$ cat config.mk
export PLATFORM = sky130hd
export DESIGN_NAME = bus_phase_sequencer_flat
export DESIGN_NICKNAME = d
export VERILOG_FILES = /design/src/rtl/bus_phase_sequencer_pkg.sv /design/src/rtl/bus_phase_sequencer_if.sv /design/src/rtl/bus_phase_sequencer_dwell_counter.sv /design/src/rtl/bus_phase_sequencer.sv /design/src/flat_wrapper.sv
export SDC_FILE = /design/constraint.sdc
export NUM_CORES = 1
export LEC_CHECK = 0
export BUFFER_PORTS_ARGS = -buffer_cell sky130_fd_sc_hd__buf_2
export CORE_UTILIZATION = 45
export DETAILED_ROUTE_END_ITERATION = 10
export PLACE_DENSITY_LB_ADDON = 0.12
export SLEW_MARGIN = 30
export SYNTH_ARGS = -nofsm -noshare
export SYNTH_HDL_FRONTEND = slang
export SYNTH_SLANG_ARGS = --single-unit
export TNS_END_PERCENT = 50
$ cat constraint.sdc
create_clock -name CLK -period 1.4 [get_ports CLK]
set_input_delay 0.28 -clock CLK [delete_from_list [all_inputs] [get_ports CLK]]
set_output_delay 0.28 -clock CLK [all_outputs]
set_load 0.03 [all_outputs]
$ cat src/rtl/bus_phase_sequencer_pkg.sv
// Shared types and helpers for the two-phase latch-clock / bus-enable sequencer.
// Optional single-step support is selected with RV523_SINGLE_STEP_EN.
package rv523_seq_pkg;

    typedef enum logic [2:0] {
        IDLE = 3'd0,
        PH1  = 3'd1,
        GAP1 = 3'd2,
        PH2  = 3'd3,
        GAP2 = 3'd4
    } seq_state_t;

    function automatic int dwell_w(input int ph_cycles, input int gap_cycles);
        int longest;
        longest = (ph_cycles > gap_cycles) ? ph_cycles : gap_cycles;
        return $clog2(longest + 1);
    endfunction

    // Driver vectors wider than 32 bits are not supported.
    function automatic logic is_onehot(input logic [31:0] vec);
        return (vec != 32'd0) && ((vec & (vec - 32'd1)) == 32'd0);
    endfunction

endpackage

$ cat src/rtl/bus_phase_sequencer_if.sv
// Bundle of run/select requests and latch-clock / bus-enable outputs of the sequencer.
// RV523_SINGLE_STEP_EN adds the single-step request/acknowledge signals.
interface bus_phase_sequencer_if #(
    parameter int NUM_DRV = 4
);
    logic               RUN;
    logic [NUM_DRV-1:0] DRV_SEL;
    logic               PH1;
    logic               nPH1;
    logic               PH2;
    logic               nPH2;
    logic [NUM_DRV-1:0] BUS_EN;
    logic [NUM_DRV-1:0] nBUS_EN;
    logic               CYCLE_DONE;
    logic               SEL_ERR;
`ifdef RV523_SINGLE_STEP_EN
    logic               STEP_MODE;
    logic               STEP_REQ;
    logic               STEP_ACK;

    modport master (
        input  RUN, DRV_SEL, STEP_MODE, STEP_REQ,
        output PH1, nPH1, PH2, nPH2, BUS_EN, nBUS_EN, CYCLE_DONE, SEL_ERR, STEP_ACK
    );
    modport slave (
        output RUN, DRV_SEL, STEP_MODE, STEP_REQ,
        input  PH1, nPH1, PH2, nPH2, BUS_EN, nBUS_EN, CYCLE_DONE, SEL_ERR, STEP_ACK
    );
`else
    modport master (
        input  RUN, DRV_SEL,
        output PH1, nPH1, PH2, nPH2, BUS_EN, nBUS_EN, CYCLE_DONE, SEL_ERR
    );
    modport slave (
        output RUN, DRV_SEL,
        input  PH1, nPH1, PH2, nPH2, BUS_EN, nBUS_EN, CYCLE_DONE, SEL_ERR
    );
`endif
endinterface

$ cat src/rtl/bus_phase_sequencer_dwell_counter.sv
// Loadable down-counter timing every phase and gap; saturates at zero.
// zero_nxt tells the owner whether the value about to be registered is zero.
module seq_dwell_counter #(
    parameter int W = 2
) (
    input  logic         CLK,
    input  logic         RST,
    input  logic         load,
    input  logic [W-1:0] load_val,
    output logic [W-1:0] cnt,
    output logic         zero,
    output logic         zero_nxt
);
    logic [W-1:0] cnt_r;
    logic [W-1:0] cnt_nxt_s;

    // Next count: load wins, otherwise decrement until zero.
    always_comb begin
        cnt_nxt_s = cnt_r;
        if (load) begin
            cnt_nxt_s = load_val;
        end else if (cnt_r != {W{1'b0}}) begin
            cnt_nxt_s = cnt_r - W'(1);
        end else begin
            cnt_nxt_s = cnt_r;
        end
    end

    // Count register.
    always_ff @(posedge CLK) begin
        if (RST) begin
            cnt_r <= {W{1'b0}};
        end else begin
            cnt_r <= cnt_nxt_s;
        end
    end

    assign cnt      = cnt_r;
    assign zero     = (cnt_r == {W{1'b0}});
    assign zero_nxt = (cnt_nxt_s == {W{1'b0}});

endmodule

$ cat src/rtl/bus_phase_sequencer.sv
// Non-overlapping PH1/PH2 latch-clock and one-hot TINV enable sequencer.
// Define RV523_SINGLE_STEP_EN to add STEP_MODE/STEP_REQ/STEP_ACK single-step control.
module bus_phase_sequencer
    import rv523_seq_pkg::*;
#(
    parameter int PH_CYCLES  = 2,
    parameter int GAP_CYCLES = 1,
    parameter int NUM_DRV    = 4
) (
    input  logic                  CLK,
    input  logic                  RST,
    bus_phase_sequencer_if.master bus
);
    localparam int DW = dwell_w(PH_CYCLES, GAP_CYCLES);
    localparam logic [DW-1:0] PH_LOAD  = DW'(PH_CYCLES - 1);
    localparam logic [DW-1:0] GAP_LOAD = DW'(GAP_CYCLES - 1);

    seq_state_t         state_r;
    seq_state_t         state_nxt_s;
    logic               load_s;
    logic [DW-1:0]      load_val_s;
    logic [DW-1:0]      cnt_s;
    logic               zero_s;
    logic               zero_nxt_s;
    logic [NUM_DRV-1:0] owner_r;
    logic [NUM_DRV-1:0] owner_nxt_s;
    logic [NUM_DRV-1:0] bus_en_nxt_s;
    logic               sample_s;
    logic               sel_ok_s;
    logic               start_s;
    logic               cont_s;
    logic               done_nxt_s;

    seq_dwell_counter #(.W(DW)) u_dwell (
        .CLK      (CLK),
        .RST      (RST),
        .load     (load_s),
        .load_val (load_val_s),
        .cnt      (cnt_s),
        .zero     (zero_s),
        .zero_nxt (zero_nxt_s)
    );

`ifdef RV523_SINGLE_STEP_EN
    logic step_req_d_r;
    logic stepping_r;
    logic stepping_nxt_s;
    logic step_edge_s;

    assign step_edge_s = bus.STEP_REQ & ~step_req_d_r;
    // Step mode only ever starts from IDLE, so edges mid-cycle are simply ignored.
    assign start_s     = bus.STEP_MODE ? step_edge_s : bus.RUN;
    assign cont_s      = bus.STEP_MODE ? 1'b0 : bus.RUN;

    // A stepped cycle is tracked from its launch until GAP2 retires.
    always_comb begin
        stepping_nxt_s = stepping_r;
        if ((state_r == IDLE) && start_s && bus.STEP_MODE) begin
            stepping_nxt_s = 1'b1;
        end else if ((state_r == GAP2) && zero_s) begin
            stepping_nxt_s = 1'b0;
        end else begin
            stepping_nxt_s = stepping_r;
        end
    end
`else
    assign start_s = bus.RUN;
    assign cont_s  = bus.RUN;
`endif

    // Next state and dwell reload on every state entry.
    always_comb begin
        state_nxt_s = state_r;
        load_s      = 1'b0;
        load_val_s  = {DW{1'b0}};
        case (state_r)
            IDLE: begin
                if (start_s) begin
                    state_nxt_s = PH1;
                    load_s      = 1'b1;
                    load_val_s  = PH_LOAD;
                end else begin
                    state_nxt_s = IDLE;
                end
            end
            PH1: begin
                if (zero_s) begin
                    state_nxt_s = GAP1;
                    load_s      = 1'b1;
                    load_val_s  = GAP_LOAD;
                end else begin
                    state_nxt_s = PH1;
                end
            end
            GAP1: begin
                if (zero_s) begin
                    state_nxt_s = PH2;
                    load_s      = 1'b1;
                    load_val_s  = PH_LOAD;
                end else begin
                    state_nxt_s = GAP1;
                end
            end
            PH2: begin
                if (zero_s) begin
                    state_nxt_s = GAP2;
                    load_s      = 1'b1;
                    load_val_s  = GAP_LOAD;
                end else begin
                    state_nxt_s = PH2;
                end
            end
            GAP2: begin
                if (zero_s && cont_s) begin
                    state_nxt_s = PH1;
                    load_s      = 1'b1;
                    load_val_s  = PH_LOAD;
                end else if (zero_s) begin
                    state_nxt_s = IDLE;
                    load_s      = 1'b1;
                    load_val_s  = {DW{1'b0}};
                end else begin
                    state_nxt_s = GAP2;
                end
            end
            default: begin
                state_nxt_s = IDLE;
                load_s      = 1'b1;
                load_val_s  = {DW{1'b0}};
            end
        endcase
    end

    assign sample_s   = (state_r == GAP1) && zero_s;
    assign sel_ok_s   = is_onehot(32'(bus.DRV_SEL));
    assign done_nxt_s = (state_nxt_s == GAP2) && zero_nxt_s;

    // Owner is latched once at the end of GAP1; a bad select parks it at no driver.
    always_comb begin
        owner_nxt_s  = owner_r;
        bus_en_nxt_s = {NUM_DRV{1'b0}};
        if (sample_s && sel_ok_s) begin
            owner_nxt_s = bus.DRV_SEL;
        end else if (sample_s) begin
            owner_nxt_s = {NUM_DRV{1'b0}};
        end else begin
            owner_nxt_s = owner_r;
        end
        if (state_nxt_s == PH2) begin
            bus_en_nxt_s = owner_nxt_s;
        end else begin
            bus_en_nxt_s = {NUM_DRV{1'b0}};
        end
    end

    // FSM state plus all outputs, registered from the next-state decode.
    always_ff @(posedge CLK) begin
        if (RST) begin
            state_r        <= IDLE;
            owner_r        <= {NUM_DRV{1'b0}};
            bus.PH1        <= 1'b0;
            bus.nPH1       <= 1'b1;
            bus.PH2        <= 1'b0;
            bus.nPH2       <= 1'b1;
            bus.BUS_EN     <= {NUM_DRV{1'b0}};
            bus.nBUS_EN    <= {NUM_DRV{1'b1}};
            bus.CYCLE_DONE <= 1'b0;
            bus.SEL_ERR    <= 1'b0;
`ifdef RV523_SINGLE_STEP_EN
            // Capture the live level so a request held through reset is not an edge.
            step_req_d_r   <= bus.STEP_REQ;
            stepping_r     <= 1'b0;
            bus.STEP_ACK   <= 1'b0;
`endif
        end else begin
            state_r        <= state_nxt_s;
            owner_r        <= owner_nxt_s;
            bus.PH1        <= (state_nxt_s == PH1);
            bus.nPH1       <= (state_nxt_s != PH1);
            bus.PH2        <= (state_nxt_s == PH2);
            bus.nPH2       <= (state_nxt_s != PH2);
            bus.BUS_EN     <= bus_en_nxt_s;
            bus.nBUS_EN    <= ~bus_en_nxt_s;
            bus.CYCLE_DONE <= done_nxt_s;
            bus.SEL_ERR    <= sample_s && !sel_ok_s;
`ifdef RV523_SINGLE_STEP_EN
            step_req_d_r   <= bus.STEP_REQ;
            stepping_r     <= stepping_nxt_s;
            bus.STEP_ACK   <= done_nxt_s && stepping_r;
`endif
        end
    end

endmodule

$ cat src/flat_wrapper.sv
// flat-port wrapper written by rule: the top's interface ports become plain ports
module bus_phase_sequencer_flat import rv523_seq_pkg::*;
#(
    parameter int PH_CYCLES  = 2,
    parameter int GAP_CYCLES = 1,
    parameter int NUM_DRV    = 4
)
  (CLK, RST, bus_RUN, bus_DRV_SEL, bus_PH1, bus_nPH1, bus_PH2, bus_nPH2, bus_BUS_EN, bus_nBUS_EN, bus_CYCLE_DONE, bus_SEL_ERR);
  bus_phase_sequencer_if #(.NUM_DRV(NUM_DRV)) bus_i ();
  input  logic CLK;
  input  logic RST;
  input wire logic [$bits(bus_i.RUN)-1:0] bus_RUN;
  input wire logic [$bits(bus_i.DRV_SEL)-1:0] bus_DRV_SEL;
  output wire logic [$bits(bus_i.PH1)-1:0] bus_PH1;
  output wire logic [$bits(bus_i.nPH1)-1:0] bus_nPH1;
  output wire logic [$bits(bus_i.PH2)-1:0] bus_PH2;
  output wire logic [$bits(bus_i.nPH2)-1:0] bus_nPH2;
  output wire logic [$bits(bus_i.BUS_EN)-1:0] bus_BUS_EN;
  output wire logic [$bits(bus_i.nBUS_EN)-1:0] bus_nBUS_EN;
  output wire logic [$bits(bus_i.CYCLE_DONE)-1:0] bus_CYCLE_DONE;
  output wire logic [$bits(bus_i.SEL_ERR)-1:0] bus_SEL_ERR;
  assign bus_i.RUN = bus_RUN;
  assign bus_i.DRV_SEL = bus_DRV_SEL;
  assign bus_PH1 = bus_i.PH1;
  assign bus_nPH1 = bus_i.nPH1;
  assign bus_PH2 = bus_i.PH2;
  assign bus_nPH2 = bus_i.nPH2;
  assign bus_BUS_EN = bus_i.BUS_EN;
  assign bus_nBUS_EN = bus_i.nBUS_EN;
  assign bus_CYCLE_DONE = bus_i.CYCLE_DONE;
  assign bus_SEL_ERR = bus_i.SEL_ERR;
  bus_phase_sequencer #(.PH_CYCLES(PH_CYCLES), .GAP_CYCLES(GAP_CYCLES), .NUM_DRV(NUM_DRV)) u_core (.CLK(CLK), .RST(RST), .bus(bus_i));
endmodule
==> summary.md <==
| Metric | Value |
|---|---|
| Outcome | complete, but fails checks |
| Failing checks | setup timing |
| PnR worst setup slack | -0.0207 ns |
| Initial antenna violation count | 0 |
| Clk_skew | 0.00562 ns |
| FF/Latch Area | 462 sq um |
| CP Data Arrival Time | 1.61 ns |
| Cell area after placement | 1060 sq um |
| Num CTS Buffers | 3 |
| Sequential-to-total area share from yosys stat | 52.7% |
| Final setup fails | 2 |
| Worst r2r src | u_core.state_r[2] |
| Die area | 2120 sq um |
| Gp weighted congestion | 0.742 |
| First-pass GRT wire length | 2570 um |
| Crit share post-route | 101% |
| Fill cell count | 161 |
| Design area | 1150 sq um |
| Min-Delay Path Depth | 2 |
| # DRC | 0 |
| Final std cells w/o fill | 142 |
| FMAX | 0.704 GHz |
| Number of flops mapped to enable cells by yosys | 0 |
| Post-synth top flop | dfxtp_1 |
| R2R setup slack | -0.02 ns |
| CTS tree | built |
| Clk_lat worst skew | 0.30 ns |
| Slew Viols, Final | 0 |
| Via count | 717 |
| Post-Syn Instances | 86 |
| Actual slew at the worst max-slew pin | 0.422 ns |
| Drt first-iter violations | 11 |
| Reg-to-reg critical path endpoint | u_core.bus.nBUS_EN[2] |
| Drt total wl | 1710 um |
| Syn Std Cell Area | 873 sq um |
| Max cap viols | 0 |
| Req. time, crit path | 1.59 ns |
| Largest area contributor in the netlist | dfxtp_1 |
| Final #Nets | 125 |
| WHS Endpoint | u_core.bus.nPH2 |
| Worst Setup Start Kind | flop |
| Design Power | 1.50 mW |
| CP Class | flop to flop |
| Syn_nets | 93 |
| PwrDens | 1310 nW/um^2 |
| Layout cell share with drive strength beyond 1 | 43.6% |
| Core region area | 1760 sq um |
| Clock Path Buffers | 2 |
| Post-synthesis async set-or-reset flop share | 0% |
| Worst vdd ir | 0.744 mV |
| Hold_sp | RST |
| Vias in the first global route | 623 |
| Area Growth Syn to Fin | 31.5% |
| Area contributors post-synth | dfxtp_1, nor2_1, mux2i_2 |
| Crit Path Max Fanout | 5 |
| PortBufs | 20 |
| H-tree depth | 1 |
| CTS clk-pin slew, worst paths | 0.12 ns |
| Total gr overflow | 0 |
| CP startpoint | u_core.state_r[2] |
| #FFs+latches synth | 23 |
| Hold Path Class | input port to flop |
| Area taken by multi-input logic gates | 428 sq um |
| Placed Cells | 138 |
| GRT Util Overall | 17.1% |
| Per-cell routed wire length | 12.1 um |
| CTS sink count | 23 |
| Antenna cell count | 0 |
| Synth top area share | 52.7% |
| IO Pins | 21 |
| Setup crit end kind | flop |
| Core Util, Final | 65.1% |
| Pleak | 0.484 nW |
| Die height | 46.1 um |
| RSZ-0062 raised after global routing | true |
| Root Driver | clkbuf_4 |
| Reg2Reg Depth | 4 |
| Dpl hpwl | 1210 um |
| FP Rows | 15 |
| Die Span X | 46.1 um |
| Synthesized area per cell | 10.2 sq um |
| ANT nets after route | 0 |
| DRT Pass-1 Iters | 4 |
| Vias per inst | 5.05 |
| Crit path time final | 1.42 ns |
| Synth warn | 0 |
| Initial Util | 49.5% |
| Pin count of the biggest net entering global routing | 13 |
| Max-slew headroom | 71.4% |
| Yosys cell types | 28 |
| Cts hold-fix bufs | 0 |
| Fin. Hold Viols | 0 |
[layout by cell type (no fill, tap or decap), types with 2 or more instances in the layout]
cell type	n
o21ai_0	4
nand2_1	2
clkbuf_4	3
buf_2	20
xor2_1	2
nand2b_1	2
nor4b_1	4
or4_4	2
nor4b_2	2
nand2b_4	3
nor2_1	15
dfxtp_1	22
buf_4	12
inv_1	2
nor3_1	2
mux2i_2	4
[cell usage after synthesis, types with 2 or more instances]
master,number
nand2_1,2
nor2_1,15
dfxtp_1,23
clkbuf_1,2
nand2b_1,5
o21ai_0,4
xor2_1,2
nor3_1,2
inv_1,2
mux2i_2,4
nor2b_1,2
buf_6,2
nor4b_1,6
[repair_timing]
action / in CTS / in global routing
setup endpoints to repair: 4 / 11
hold endpoints to repair: 0 / 0
buffers inserted: 0 / 0
resized for setup: 2 / 10
[layer usage]
metal	share of wire, %	GRT usage [%]
met4	0.70	5.29
met1	48	23.8
met2	47	26.5
met5	0	0
met3	4.3	3.53
[worst max-delay path by stage]
stage	cells past startpoint	endpoint	slack, ns
CTS	4	u_core.bus.nBUS_EN[0]	-0.01
global route	4	u_core.bus.nBUS_EN[2]	-0.06
detailed placement	4	u_core.bus.nBUS_EN[0]	-0.02
global placement	4	u_core.bus.nBUS_EN[3]	0.03
finish	4	u_core.bus.nBUS_EN[2]	-0.02
floorplan	5	u_core.bus.nBUS_EN[1]	-0.1
[per-stage QoR]
step,hold slack (ns),worst slack (ns),TNS [ns]
2_1_floorplan,0.352,-0.0953,-0.643
3_3_place_gp,0.487,0.0263,0
3_5_place_dp,0.499,-0.0239,-0.0542
4_1_cts,0.309,-0.0150,-0.0358
5_1_grt,0.253,-0.0593,-0.170
6_report,0.264,-0.0207,-0.0259
[flip-flops by register name (all words and copies together) (netlist names)]
| register | flops |
|---|---|
| u_core.bus.BUS_EN | 4 |
| u_core.bus.CYCLE_DONE | 1 |
| u_core.bus.PH1 | 1 |
| u_core.bus.PH2 | 1 |
| u_core.bus.SEL_ERR | 1 |
| u_core.bus.nBUS_EN | 4 |
| u_core.bus.nPH1 | 1 |
| u_core.bus.nPH2 | 1 |
| u_core.owner_r | 4 |
| u_core.state_r | 3 |
| u_core.u_dwell.cnt | 2 |
[critical path, cell delays in order, from the launching register on]
cell and delay [ns]:
dfxtp_1 0.33, nand2b_4 0.14, or4_4 0.48, mux2i_2 0.19, nand2b_1 0.17
[power by group]
group | total (mW) | switching, mW | internal [mW]
combinational | 0.483 | 0.257 | 0.226
clock | 0.288 | 0.177 | 0.111
sequential | 0.732 | 0.0265 | 0.705
total | 1.50 | 0.460 | 1.04
[final cells by class]
cell class / instances / area share [%]
clock buffer: 4 / 2.29
inverter: 3 / 0.980
multi-input combinational: 55 / 37.3
sequential: 23 / 40.2
tap: 25 / 2.72
timing repair buffer: 32 / 16.6
[kinds of logic after synthesis]
family / after synthesis / share of synthesized area (%)
buffers and inverters: 8 / 5.59
XOR/XNOR: 3 / 3.01
multiplexers: 4 / 6.30
AO/OA/AOI/OAI: 10 / 7.74
flip-flops: 23 / 52.7
AND/OR/NAND/NOR: 38 / 24.6
(Power assumes the default switching activity.)
